--- config.mk ---
export PLATFORM = sky130hd
export DESIGN_NAME = snn_inference_controller
export DESIGN_NICKNAME = d
export VERILOG_FILES = /design/src/rtl/snn_inference_controller.sv
export SDC_FILE = /design/constraint.sdc
export NUM_CORES = 1
export LEC_CHECK = 0
export CAP_MARGIN = 10
export CORE_AREA = 2 2 69 136
export CTS_CLUSTER_DIAMETER = 80
export DETAILED_ROUTE_END_ITERATION = 12
export DIE_AREA = 0 0 71 138
export PLACE_DENSITY_LB_ADDON = 0.25
export SLEW_MARGIN = 20
export SYNTH_ARGS = -nofsm -noshare
export SYNTH_HDL_FRONTEND = slang
export SYNTH_SLANG_ARGS = --single-unit
--- constraint.sdc ---
create_clock -name clk -period 3.4 [get_ports clk]
set_input_delay 0.51 -clock clk [delete_from_list [all_inputs] [get_ports clk]]
set_output_delay 0.51 -clock clk [all_outputs]
set_load 0.01 [all_outputs]
--- src/rtl/snn_inference_controller.sv ---
// Sequences one spiking-network inference per image: latch pixels, hold the
// datapath in reset to settle, run for TIME_UNITS steps counting spikes, hand off result.
module snn_inference_controller #(
    parameter int N_PIX      = 25,
    parameter int TIME_UNITS = 15,
    parameter int SETTLE_CYC = 2,
    parameter int CNT_W      = 8
) (
    input  logic             clk,
    input  logic             reset,
    input  logic             img_valid,
    output logic             img_ready,
    input  logic [N_PIX-1:0] img_pixels,
    output logic             snn_reset,
    output logic [N_PIX-1:0] snn_pixels,
    input  logic [1:0]       snn_spike,
    output logic             res_valid,
    input  logic             res_ready,
    output logic             res_label,
    output logic [CNT_W-1:0] res_count0,
    output logic [CNT_W-1:0] res_count1,
    output logic             busy,
    output logic [15:0]      img_count
);

    localparam int TMR_MAX = (TIME_UNITS > SETTLE_CYC) ? TIME_UNITS : SETTLE_CYC;
    localparam int TMR_W   = $clog2(TMR_MAX + 1);

    typedef enum logic [1:0] {S_IDLE, S_SETTLE, S_RUN, S_DONE} state_t;

    state_t             state_q, state_d;
    logic [TMR_W-1:0]   tmr_q, tmr_d;
    logic [CNT_W-1:0]   cnt0_q, cnt0_d, cnt1_q, cnt1_d;
    logic [CNT_W-1:0]   res_c0_q, res_c0_d, res_c1_q, res_c1_d;
    logic [N_PIX-1:0]   pix_q, pix_d;
    logic [15:0]        img_cnt_q, img_cnt_d;
    logic               img_ready_q, img_ready_d;
    logic               snn_reset_q, snn_reset_d;
    logic               res_valid_q, res_valid_d;
    logic               res_label_q, res_label_d;
    logic               busy_q, busy_d;
    logic               accept, handoff, last_settle, last_run;

    function automatic logic [CNT_W-1:0] sat_inc(input logic [CNT_W-1:0] c, input logic s);
        if (s && (c != {CNT_W{1'b1}})) return c + CNT_W'(1);
        return c;
    endfunction

    assign accept      = (state_q == S_IDLE) && img_valid && img_ready_q;
    assign handoff     = (state_q == S_DONE) && res_valid_q && res_ready;
    assign last_settle = (tmr_q == TMR_W'(SETTLE_CYC - 1));
    assign last_run    = (tmr_q == TMR_W'(TIME_UNITS - 1));

    always_ff @(posedge clk) begin
        if (reset) begin
            state_q     <= S_IDLE;
            tmr_q       <= '0;
            cnt0_q      <= '0;
            cnt1_q      <= '0;
            res_c0_q    <= '0;
            res_c1_q    <= '0;
            pix_q       <= '0;
            img_cnt_q   <= '0;
            img_ready_q <= 1'b0;
            snn_reset_q <= 1'b1;
            res_valid_q <= 1'b0;
            res_label_q <= 1'b0;
            busy_q      <= 1'b0;
        end else begin
            state_q     <= state_d;
            tmr_q       <= tmr_d;
            cnt0_q      <= cnt0_d;
            cnt1_q      <= cnt1_d;
            res_c0_q    <= res_c0_d;
            res_c1_q    <= res_c1_d;
            pix_q       <= pix_d;
            img_cnt_q   <= img_cnt_d;
            img_ready_q <= img_ready_d;
            snn_reset_q <= snn_reset_d;
            res_valid_q <= res_valid_d;
            res_label_q <= res_label_d;
            busy_q      <= busy_d;
        end
    end

    // One shared timer paces both the settle window and the run window.
    always_comb begin
        state_d = state_q;
        tmr_d   = tmr_q;
        case (state_q)
            S_IDLE: if (accept) begin
                state_d = S_SETTLE;
                tmr_d   = '0;
            end
            S_SETTLE: if (last_settle) begin
                state_d = S_RUN;
                tmr_d   = '0;
            end else begin
                tmr_d = tmr_q + TMR_W'(1);
            end
            S_RUN: if (last_run) begin
                state_d = S_DONE;
                tmr_d   = '0;
            end else begin
                tmr_d = tmr_q + TMR_W'(1);
            end
            S_DONE: if (handoff) state_d = S_IDLE;
            default: state_d = S_IDLE;
        endcase
    end

    // Outputs are registered from the next state so they line up with it.
    always_comb begin
        img_ready_d = (state_d == S_IDLE);
        snn_reset_d = (state_d != S_RUN);
        res_valid_d = (state_d == S_DONE);
        busy_d      = (state_d != S_IDLE);
        pix_d       = accept ? img_pixels : pix_q;
        cnt0_d      = cnt0_q;
        cnt1_d      = cnt1_q;
        res_c0_d    = res_c0_q;
        res_c1_d    = res_c1_q;
        res_label_d = res_label_q;
        img_cnt_d   = handoff ? img_cnt_q + 16'd1 : img_cnt_q;
        if (accept) begin
            cnt0_d = '0;
            cnt1_d = '0;
        end else if (state_q == S_RUN) begin
            cnt0_d = sat_inc(cnt0_q, snn_spike[0]);
            cnt1_d = sat_inc(cnt1_q, snn_spike[1]);
        end
        // The last run cycle's spike is folded in before the result is captured.
        if ((state_q == S_RUN) && last_run) begin
            res_c0_d    = cnt0_d;
            res_c1_d    = cnt1_d;
            res_label_d = (cnt0_d < cnt1_d);
        end
    end

    assign img_ready  = img_ready_q;
    assign snn_reset  = snn_reset_q;
    assign snn_pixels = pix_q;
    assign res_valid  = res_valid_q;
    assign res_label  = res_label_q;
    assign res_count0 = res_c0_q;
    assign res_count1 = res_c1_q;
    assign busy       = busy_q;
    assign img_count  = img_cnt_q;

endmodule

==> qor.txt <==
status = finished, final reports clean
Core ar. = 8890 µm²
Setup WS pre-CTS = 0.1329 ns
Die Area = 9798 µm²
slowest cell delay on critical path = 0.53 ns
worst rel slew slack = 42.34%
PortBufs = 92
layout cells sized above 1 = 6.452%
pin count of the biggest net entering global routing = 39
Setup crit start = state_q[0]
crit path max-delay cell type = a2111oi_0
Netlist cell types = 51
Die X = 71 µm
FF-to-FF Start = state_q[0]
Row Count = 49
CP delay by family, top = compound AO/OA/AOI/OAI gates
final worst slack = 0.3149 ns
Total GRT Usage = 22.78%
peak supply drop = 0.4257 mV
Yosys reg bits = 84
Die H = 138 µm
# IOs = 93
number of hold buffers added after CTS = 0
# H-tree levels = 3
syn_nets = 508
Mapped Area = 3840 µm²
worst path arrival time = 3.34 ns
CTS tree = done
Leak = 0.001877 µW
# setup viols final = 0
GPL Wtd Cong = 0.9232
number of flops mapped to enable cells by yosys = 0
most common cell after layout, fill and taps aside = clkdlybuf4s50_1
Final min period = 3.085 ns
Worst Min Path Start = res_count1[3]
element type at the critical path end = flop
Post-Route WL = 10900 µm
asr flop ratio synth = 0%
CP most frequent cell = ha_1
DR WL/cell = 16.52 µm
type of the worst min-delay path = reg2reg
clock sink total = 84
Worst Setup Start Kind = flop
max-slew violations = 0
clock slew at reported path FFs = 0.06 ns
setup TNS = 0 ns
Primary FF master, synth = dfxtp_1
area leader, netlist = dfxtp_1
cell count after synthesis = 461
Crit Path Class = reg2reg
Detail Placement HPWL = 8261 µm
synth warn = 0
starting density of the core = 43.19%
grt ovf = 0
Least-Margin Pin Slew = 0.8649 ns
largest cells by area after synthesis = dfxtp_1 44%, nand2_1 7.7%, a21oi_1 6.3%, ha_1 5.2%, o21ai_0 3.4%
CTS resizes = 0
area fraction of the dominant cell type after synthesis = 43.79%
period utilization = 90.74%
global-route wire length before repair = 17510 µm
PD cells = 533.0 nW/µm²
post-route ant nets = 0
diode count = 0
Power Total = 2766 µW
DRT Pass-1 Iters = 4
clk buf depth = 2
Root Driver = clkbuf_16
final hold viol count = 0
Via Count = 3744
total CTS buffers = 9
final hold slack = 0.4471 ns
Starting DRT DRC Count = 175
Crit Path Max Fanout = 8
sequential area share after synthesis = 43.79%
fin nets = 600
f_max = 324.1 MHz
Final Util = 58.38%
setup skew after layout = 0.007964 ns
crit path cell chain = inv_1 -> ha_1 -> and2_1 -> o21ai_1 -> mux2i_1 -> or2_2 -> ha_1 -> a21o_1 -> a2111oi_0 -> nand4_1 -> o211ai_1
Worst-Skew Late Latency = 0.34 ns
initial antenna violation count = 0
postcts setup bufs = 0
RSZ-0062 raised after global routing = no
P&R area growth vs syn = 35.16%
# Max-Cap Violations = 0
most frequent cells in the layout = 91 x clkdlybuf4s50_1, 84 x dfxtp_1, 79 x nand2_1, 48 x a21oi_1, 33 x nor2_1
Via density = 5.673
vias in the first global route = 3677
# DRC = 0
Buf/Inv on CP = 1
CP required = 3.66 ns
Avg Cell Area, Syn = 8.330 µm²
per-layer routing:
metal  routed length (µm)  global-route usage, %  vias up  share of wire, %
met4                  635                  15.99        0               5.8
met5                    0                      0        -                 0
met1                 3744                  20.86     1755                34
li1                     -                      -     1841                 -
met2                 6133                  42.74      107                56
met3                  390                  4.373       41               3.6
logic make-up (layout without fill, tap and decap cells):
group                      count (synthesis)  in the layout  share of synthesized area (%)
AOI/OAI and AO/OA                        112            112                          17.79
xor gates and xnor gates                  12             12                          2.737
adders and majority gates                 16             16                          5.213
buffers and inverters                     30            127                          3.030
DFF                                       84             84                          43.79
muxes                                      6              6                          1.597
and+or+nand+nor                          201            201                          25.84
registers in the layout (all words and copies together), names as in the netlist:
register and count:
res_label 1, res_valid 1, res_count1 8, snn_pixels 25, tmr_q 4, img_ready 1, img_count 16, busy 1
state_q 2, cnt1_q 8, snn_reset 1, cnt0_q 8, res_count0 8
synth_stat cells (8+ instances only):
library cell,count
a21oi_1,48
clkbuf_1,14
dfxtp_1,84
ha_1,16
inv_1,10
nand2_1,79
nand3_1,18
nand4_1,16
nor2_1,33
nor3_1,9
o21ai_0,26
or3_1,8
worst register-to-register path, cell delays in order, from the launching register on:
cell and delay, ns:
dfxtp_1 0.38, inv_1 0.11, ha_1 0.34, and2_1 0.26
o21ai_1 0.21, mux2i_1 0.18, or2_2 0.30, ha_1 0.20
a21o_1 0.17, a2111oi_0 0.53, nand4_1 0.16, o211ai_1 0.18
per-stage QoR:
stage | area (µm²) | std cells
floorplan | 3840 | 461
CTS | 5190 | 660
detailed placement | 4872 | 644
global route | 5190 | 660
global placement | 4872 | 644
finish | 5190 | 660
area by class of cell:
| cell class | instances | area, µm² |
|---|---|---|
| well taps | 102 | 127.6 |
| multi-input cells | 347 | 2042 |
| repair buffers | 101 | 983.4 |
| inverters | 10 | 37.54 |
| clock buffers | 11 | 242.7 |
| clock inverters | 5 | 75.07 |
| flip-flops and latches | 84 | 1682 |
| fillers | 789 | 3700 |
where the power goes:
| group | internal [µW] | switching, µW |
|---|---|---|
| logic | 271 | 341 |
| registers | 1060 | 55.8 |
| clock network | 659 | 380 |
worst paths after layout:
kind / end / cells past startpoint / slack (ns)
worst min-delay path: res_count1[3] / 2 / 0.45
worst min register to register: res_count1[3] / 2 / 0.45
worst max register to register: res_label / 11 / 0.31
worst max-delay path: res_label / 11 / 0.31
No activity file was read; power rests on OpenSTA's default activity.
